<file path="src/rtl/tx_arb_pkg.sv">
// tx_arb_pkg: shared definitions for the transmit arbiter.
//   tx_arb_state_e : 2-bit FSM state encoding (ST_IDLE=0 .. ST_WAIT_DONE=3)
//   MAX_NREQ       : largest supported requester count
//   IDX_W          : width of a requester index
//   idx_inc()      : requester index + 1, wrapping at the live requester count
package tx_arb_pkg;

   localparam int MAX_NREQ = 8;
   localparam int IDX_W    = 3;

   typedef enum logic [1:0] {
      ST_IDLE      = 2'd0,
      ST_ISSUE     = 2'd1,
      ST_WAIT_BUSY = 2'd2,
      ST_WAIT_DONE = 2'd3
   } tx_arb_state_e;

   function automatic logic [IDX_W-1:0] idx_inc(input logic [IDX_W-1:0] idx, input int n);
      logic [IDX_W-1:0] nxt;
      nxt = idx + 3'd1;
      if (int'(idx) >= n - 1) nxt = '0;
      return nxt;
   endfunction

endpackage

</file>
<file path="src/rtl/rr_pick.sv">
// rr_pick: combinational round-robin winner search.
//   req_i : request vector (NREQ bits)
//   ptr_i : search start index (must be < NREQ)
//   win_o : index of first set request at or above ptr_i, wrapping to 0
//   vld_o : at least one request is set
module rr_pick
   import tx_arb_pkg::*;
#(
   parameter int NREQ = 4
) (
   input  logic [NREQ-1:0]  req_i,
   input  logic [IDX_W-1:0] ptr_i,
   output logic [IDX_W-1:0] win_o,
   output logic             vld_o
);

   // Offsets are scanned from the farthest down to zero so that the closest
   // hit to the pointer is the last (and therefore final) assignment.
   always_comb begin
      win_o = '0;
      vld_o = 1'b0;
      for (int k = NREQ - 1; k >= 0; k--) begin
         for (int i = 0; i < NREQ; i++) begin
            if (req_i[i] && (i == (int'(ptr_i) + k) % NREQ)) begin
               win_o = IDX_W'(i);
               vld_o = 1'b1;
            end
         end
      end
   end

endmodule

</file>
<file path="src/rtl/tx_arbiter.sv">
// tx_arbiter: round-robin arbiter feeding single bytes from NREQ requesters
// into a UART transmitter, one byte in flight at a time.
//
// Optional feature: define TX_ARB_LOCK_EN to add the per-requester burst lock.
//
// Ports
//   clk       : clock, rising edge
//   reset_    : asynchronous active-low reset
//   req       : per-requester transmit request (level, held until ack)
//   req_data  : byte i on bits [8i+7:8i]
//   ack       : one-cycle pulse to the requester whose byte was taken
//   lock      : per-requester burst lock (TX_ARB_LOCK_EN only)
//   tx_ready  : transmitter idle
//   txdata    : byte to the transmitter, held until the next grant
//   tx_enable : one-cycle sample strobe to the transmitter
//   grant_id  : index of the current or last granted requester
//   busy      : high in every state except ST_IDLE
//
// state        | meaning
// -------------+-----------------------------------------------------------
// ST_IDLE      | waiting for tx_ready and an eligible request
// ST_ISSUE     | strobe tx_enable and ack the granted requester
// ST_WAIT_BUSY | waiting for the transmitter to drop tx_ready
// ST_WAIT_DONE | waiting for tx_ready to return; pointer advances on exit
module tx_arbiter
   import tx_arb_pkg::*;
#(
   parameter int NREQ = 4
) (
   input  logic              clk,
   input  logic              reset_,
   input  logic [NREQ-1:0]   req,
   input  logic [8*NREQ-1:0] req_data,
   output logic [NREQ-1:0]   ack,
`ifdef TX_ARB_LOCK_EN
   input  logic [NREQ-1:0]   lock,
`endif
   input  logic              tx_ready,
   output logic [7:0]        txdata,
   output logic              tx_enable,
   output logic [2:0]        grant_id,
   output logic              busy
);

   tx_arb_state_e    state_q, state_d;
   logic [IDX_W-1:0] ptr_q, ptr_d;
   logic [IDX_W-1:0] grant_q, grant_d;
   logic [7:0]       txdata_q, txdata_d;
   logic [IDX_W-1:0] pick_ptr;
   logic [IDX_W-1:0] win;
   logic             win_vld;
   logic [7:0]       win_byte;
   logic [NREQ-1:0]  elig;

   rr_pick #(.NREQ(NREQ)) u_rr_pick (
      .req_i (elig),
      .ptr_i (pick_ptr),
      .win_o (win),
      .vld_o (win_vld)
   );

   always_comb begin
      win_byte = '0;
      for (int i = 0; i < NREQ; i++) begin
         if (win == IDX_W'(i)) win_byte = req_data[8*i +: 8];
      end
   end

`ifdef TX_ARB_LOCK_EN
   logic [IDX_W-1:0] owner_q, owner_d;
   logic             owner_vld_q, owner_vld_d;
   logic             owner_lock;
   logic             grant_lock;

   always_comb begin
      owner_lock = 1'b0;
      grant_lock = 1'b0;
      for (int i = 0; i < NREQ; i++) begin
         if (owner_q == IDX_W'(i)) owner_lock = lock[i];
         if (grant_q == IDX_W'(i)) grant_lock = lock[i];
      end
   end

   // A locked owner masks everyone else. Once its lock drops, the search
   // starts just past the owner in the same cycle the release is seen.
   always_comb begin
      elig     = req;
      pick_ptr = ptr_q;
      if (owner_vld_q && owner_lock) begin
         elig = '0;
         for (int i = 0; i < NREQ; i++) begin
            if (owner_q == IDX_W'(i)) elig[i] = req[i];
         end
      end else if (owner_vld_q) begin
         pick_ptr = idx_inc(owner_q, NREQ);
      end
   end

   always_ff @(posedge clk or negedge reset_) begin
      if (!reset_) begin
         owner_q     <= '0;
         owner_vld_q <= 1'b0;
      end else begin
         owner_q     <= owner_d;
         owner_vld_q <= owner_vld_d;
      end
   end
`else
   assign elig     = req;
   assign pick_ptr = ptr_q;
`endif

   always_comb begin
      state_d  = state_q;
      ptr_d    = ptr_q;
      grant_d  = grant_q;
      txdata_d = txdata_q;
`ifdef TX_ARB_LOCK_EN
      owner_d     = owner_q;
      owner_vld_d = owner_vld_q;
`endif
      case (state_q)
         ST_IDLE: begin
`ifdef TX_ARB_LOCK_EN
            if (owner_vld_q && !owner_lock) begin
               owner_vld_d = 1'b0;
               ptr_d       = pick_ptr;
            end
`endif
            if (tx_ready && win_vld) begin
               state_d  = ST_ISSUE;
               grant_d  = win;
               txdata_d = win_byte;
            end
         end
         ST_ISSUE: begin
            state_d = ST_WAIT_BUSY;
         end
         ST_WAIT_BUSY: begin
            if (!tx_ready) state_d = ST_WAIT_DONE;
         end
         ST_WAIT_DONE: begin
            if (tx_ready) begin
               state_d = ST_IDLE;
               ptr_d   = idx_inc(grant_q, NREQ);
`ifdef TX_ARB_LOCK_EN
               owner_d     = grant_q;
               owner_vld_d = grant_lock;
               if (grant_lock) ptr_d = ptr_q;
`endif
            end
         end
         default: begin
            state_d = ST_IDLE;
         end
      endcase
   end

   always_ff @(posedge clk or negedge reset_) begin
      if (!reset_) begin
         state_q  <= ST_IDLE;
         ptr_q    <= '0;
         grant_q  <= '0;
         txdata_q <= '0;
      end else begin
         state_q  <= state_d;
         ptr_q    <= ptr_d;
         grant_q  <= grant_d;
         txdata_q <= txdata_d;
      end
   end

   assign tx_enable = (state_q == ST_ISSUE);
   assign busy      = (state_q != ST_IDLE);
   assign txdata    = txdata_q;
   assign grant_id  = grant_q;

   always_comb begin
      ack = '0;
      for (int i = 0; i < NREQ; i++) begin
         ack[i] = tx_enable && (grant_q == IDX_W'(i));
      end
   end

endmodule

</file>
<file path="config.mk">
export PLATFORM = sky130hd
export DESIGN_NAME = tx_arbiter
export DESIGN_NICKNAME = d
export VERILOG_FILES = /design/src/rtl/tx_arb_pkg.sv /design/src/rtl/rr_pick.sv /design/src/rtl/tx_arbiter.sv
export SDC_FILE = /design/constraint.sdc
export NUM_CORES = 1
export LEC_CHECK = 0
export CORE_MARGIN = 5
export CORE_UTILIZATION = 42
export DETAILED_ROUTE_END_ITERATION = 8
export PLACE_DENSITY = 0.9
export RECOVER_POWER = 100
export SLEW_MARGIN = 10
export SYNTH_ARGS = -nofsm -noshare
export SYNTH_HDL_FRONTEND = slang
export SYNTH_SLANG_ARGS = --single-unit
</file>
<file path="constraint.sdc">
create_clock -name clk -period 2.85 [get_ports clk]
set_input_delay 0.285 -clock clk [delete_from_list [all_inputs] [get_ports clk]]
set_output_delay 0.285 -clock clk [all_outputs]
set_load 0.1 [all_outputs]
</file>
**Word level (Yosys, flattened, before mapping)**

Index checks and enable logic that the tools add are counted.

- Add/subtract/negate cells: 4
- $lt $le $gt $ge: 1
- Equal/unequal tests: 24
- Mux-type cells: 40
- Bitwise logic cells: 3
- Reductions and logical operators: 35

Operators by type and width:

| operator | number |
|---|---|
| $logic_not 32->1 | 4 |
| $mux 2 | 18 |
| $mux 8 | 4 |
| $logic_and 1x1->1 | 21 |
| $eq 3x3->1 const A | 6 |
| $mux 1 | 17 |
| $eq 2x2->1 const B | 6 |
| $eq 2x3->1 const A | 3 |
| $pmux 2 s4 | 1 |
| $eq 2x1->1 const B | 3 |
| $logic_not 3->1 | 2 |
| $ne 2x2->1 const B | 3 |
| $reduce_or 2->1 | 3 |
| $add 2x1->2 const B | 2 |
| $add 2x2->2 const B | 2 |
| $eq 2x2->1 const A | 2 |
| $reduce_and 2->1 | 2 |
| $and 1x1->1 const A | 3 |
| $reduce_and 3->1 | 1 |
| $eq 1x2->1 const A | 1 |
| $ge 2x2->1 const B | 1 |
| $logic_not 2->1 | 1 |
| $reduce_bool 2->1 | 1 |

- Register bits after elaboration: 14
- Bits of input ports: 39
- Output and inout port bits: 17
- Logic and storage cells: 111

**Depth between registers and ports, before layout**

- Depth after elaboration: 25
- Depth in mapped cells: 7
- Depth with buffers taken out: 6

**Cells and area by module**

From an unflattened synthesis, not the netlist that was laid out.

- Cells, all modules: 88
- Area, all modules: 1063.5 µm²

By module, submodules not included:

| module | instances | cells each | area each (µm²) |
|---|---|---|---|
| tx_arbiter | 1 | 75 | 983.4 |
| rr_pick | 1 | 13 | 80.1 |

**Least setup slack after synthesis**

Ideal clock, no wire load.

- Path type: reg2out
- Start: reg state_q[1]
- End: out ack[0]
- Data arrival time: 2.184 ns
- Data required time: 2.565 ns
- Path slack: 0.381 ns
- Stages on the path, launching flop included: 4
- Buffers on the path: 0
- Path through: dfrtp_1 inv_1 ha_1 and2_1

- Cells in the longest elaborated chain, start to end: 2

Ends and longest elaborated chain:

| element | RTL line | RTL |
|---|---|---|
| start, declared | tx_arbiter.sv:45 | `tx_arb_state_e state_q, state_d;` |
| start signal, assigned | tx_arbiter.sv:166 | `state_q <= state_d;` |
| $eq 2x1->1 | tx_arbiter.sv:173 | `assign tx_enable = (state_q == ST_ISSUE);` |
| net tx_enable | tx_arbiter.sv:40 | `output logic tx_enable,` |
| $logic_and 1x1->1 | tx_arbiter.sv:181 | `ack[i] = tx_enable && (grant_q == IDX_W'(i));` |
| end, declared | tx_arbiter.sv:34 | `output logic [NREQ-1:0] ack,` |

The timed path passes the listed nets, and every way through them passes these cells.

**Worst setup path after layout**

- Start: reg state_q[1]
- End: out ack[2]

- Cells in the longest elaborated chain, start to end: 2

Ends and longest elaborated chain:

| element | RTL line |
|---|---|
| $eq 2x1->1 | tx_arbiter.sv:173 |
| $logic_and 1x1->1 | tx_arbiter.sv:181 |

Every way passes these cells.

==> impl_metrics.json <==
{
  "max_slew_margin_pct": 20.6,
  "rows": 18,
  "synth-xor-area-share_pct": 0,
  "synth_compound_area_share_pct": 29.9,
  "synth_top_family_by_area": "compound AO/OA/AOI/OAI gates",
  "die_area_mm2": 0.00362,
  "grt_usage_pct": 17.2,
  "grt_pass1_wl_um": 4720,
  "synth_simple_gate_area_share_pct": 16.4,
  "utilization_pct": 63.6,
  "cts_setup_buffers": 0,
  "min_path_type": "input pin to asynchronous set/reset pin",
  "cts_resized": 0,
  "fin_area_mm2": 0.00155,
  "first_pass_iters": 4,
  "drv_cap": 0,
  "layout_commonest_cell": "clkdlybuf4s50_1",
  "p_seq_share_pct": 19.7,
  "fillers": 198,
  "final.setup_skew_ns": 0.00282,
  "syn_area_mm2": 0.00106,
  "start_util_pct": 43.4,
  "hpwlAfterDp_um": 2490,
  "io_buffers": 54,
  "tritoncts": "yes",
  "wl_per_cell_um": 14.9,
  "cp-start-kind": "register",
  "antenna_found_initial": 0,
  "reg2reg_slack_ns": 0.84,
  "htree_levels": 1,
  "synth_cells": 118,
  "diodes": 0,
  "dpl-instance-area_mm2": 0.00158,
  "crit_fanout": 5,
  "worst_setup_path_end_kind": "output pin",
  "p_sw_mw": 1.22,
  "grt_start_max_net_pins": 19,
  "leakage_nw": 0.676,
  "swShare_pct": 63.7,
  "grt-ovfl-total": 0,
  "syn_nets": 166,
  "slew_violations": 0,
  "p_int_uw": 698,
  "grt_pass1_vias": 1060,
  "core_mm2": 0.00243,
  "ant_nets": 0,
  "final_cell_mix": "clkdlybuf4s50_1, nor2_1, clkbuf_1, nand2_1, dfrtp_1",
  "power_frac_clock_pct": 7.3,
  "fp.dieH_um": 60.1,
  "reg2reg_to": "txdata[1]",
  "die_w_um": 60.1,
  "num_vias": 1044,
  "clock_sinks": 14,
  "yosys.area_share.adder_pct": 10.7,
  "worst_pin_slew_ns": 1.20,
  "cts_made_buffers": 3,
  "worstSkewPairLatency_ns": 0.28,
  "r2r-start": "pick_ptr[0]",
  "fmax_mhz": 432,
  "io_pins": 56,
  "rsz0062_at_grt": "no",
  "cp.required_ns": 2.57,
  "crit_type": "register to output pin",
  "drive_gt1_share_pct": 9.83,
  "period_share_pct": 81.3,
  "cts_buffer_depth": 2,
  "drtIter0Drc": 49,
  "cts_root_buf": "clkbuf_4",
  "drc": 0,
  "hold_buffers": 0,
  "wl_um": 3030,
  "finalCriticalPeriod_ns": 2.32,
  "synth_seq_cells": 14,
  "synthMuxAreaShare_pct": 4.27,
  "status": "completed",
  "yosys.cell_types.count": 25,
  "ys_warn_count": 0,
  "comb_power_share_pct": 72.9,
  "hold_violations": 0,
  "path_clk_slew_ns": 0.08,
  "ys_seq_area_share_pct": 33.2,
  "setup_violations": 0,
  "areaGrowthSynthToFinish_pct": 46.4,
  "tns_ns": 0,
  "ff2ff_path_depth": 6,
  "avgSynthCellArea_um2": 8.95,
  "crit_arrival_ns": 2.03,
  "ir_drop_mv": 0.849,
  "vias_per_cell": 5.14,
  "gp_congestion": 0.799,
  "nets": 222,
  "power_mw": 1.92,
  "cellPowerDensity_mw_per_mm2": 1240
}
## routing by layer
layer	vias to the layer above	wire length, µm	global-route usage (%)
li1	519	-	-
met5	-	0	0
met2	29	1630	31.6
met4	0	10	2.85
met1	494	1240	20.4
met3	2	149	3.89
## logic make-up after synthesis
| family | count (synthesis) |
|---|---|
| buffers and inverters | 12 |
| AND/OR/NAND/NOR | 41 |
| other | 1 |
| adder cells (fa/ha/maj) | 9 |
| flip-flops | 14 |
| multiplexers | 4 |
| AO/OA/AOI/OAI | 37 |
## through the flow
| stage | setup slack, ns | hold slack, ns | instances |
|---|---|---|---|
| 4_1_cts | 0.820 | 0.398 | 203 |
| 6_report | 0.534 | 0.453 | 203 |
| 3_3_place_gp | 0.635 | 0.471 | 199 |
| 2_1_floorplan | 0.381 | -0.0106 | 118 |
| 5_1_grt | 0.402 | 0.504 | 203 |
| 3_5_place_dp | 0.533 | 0.481 | 199 |
## sequential cells by signal (all words and copies together), names as in the netlist
| name | cells |
|---|---|
| txdata | 8 |
| grant_id | 2 |
| pick_ptr | 2 |
| state_q | 2 |
## area by class of cell
class / instances / area (µm²) / share of cell area, %
multi-input combinational: 92 / 644 / 41.7
timing repair buffer: 55 / 448 / 29.0
clock buffer: 4 / 36.3 / 2.35
inverter: 8 / 30.0 / 1.94
sequential: 14 / 350 / 22.7
tap: 30 / 37.5 / 2.43
## worst max path at each step
stage / endpoint / slack [ns] / start / cells past startpoint
finish: ack[2] / 0.53 / state_q[1] / 4
global route: ack[3] / 0.40 / state_q[1] / 4
CTS: txdata[1] / 0.82 / req[2] / 7
detailed placement: txdata[1] / 0.53 / req[2] / 7
global placement: txdata[2] / 0.64 / req[2] / 7
floorplan: ack[0] / 0.38 / state_q[1] / 3
## power groups by stage
stage | clock network [mW] | registers, mW | logic [mW]
finish | 0.141 | 0.379 | 1.40
global route | 0.159 | 0.393 | 1.48
CTS | 0.145 | 0.380 | 1.50
detailed placement | 0 | 0.384 | 1.50
global placement | 0 | 0.375 | 1.46
floorplan | 0 | 0.813 | 0.737
## Yosys cell counts
cell type / number / area share [%]
nor2_1: 19 / 6.8
dfrtp_1: 14 / 33
nand2_1: 14 / 5.0
a21oi_1: 10 / 4.7
ha_1: 9 / 11
a2bb2oi_1: 8 / 6.6
inv_1: 8 / 2.8
o31ai_2: 8 / 9.5
and2_1: 4 / 2.4
mux2_2: 3 / 3.2
nand2b_1: 3 / 1.8
o21ai_0: 3 / 1.4
clkbuf_1: 2 / 0.71
o22ai_1: 2 / 1.2
a211oi_4: 1 / 1.9
a21o_1: 1 / 0.71
a31oi_1: 1 / 0.59
a31oi_4: 1 / 2.0
buf_4: 1 / 0.71
buf_6: 1 / 1.1
conb_1: 1 / 0.36
mux2_1: 1 / 1.1
nand3_1: 1 / 0.47
o21ai_1: 1 / 0.47
o31ai_1: 1 / 0.71
## worst max-delay path, cell delays in order (launching register included)
cell and delay (ns):
dfrtp_1 0.42, inv_1 0.12, ha_1 0.22, and2_1 0.13, clkbuf_1 0.86
Power figures use the tool's default switching activity.
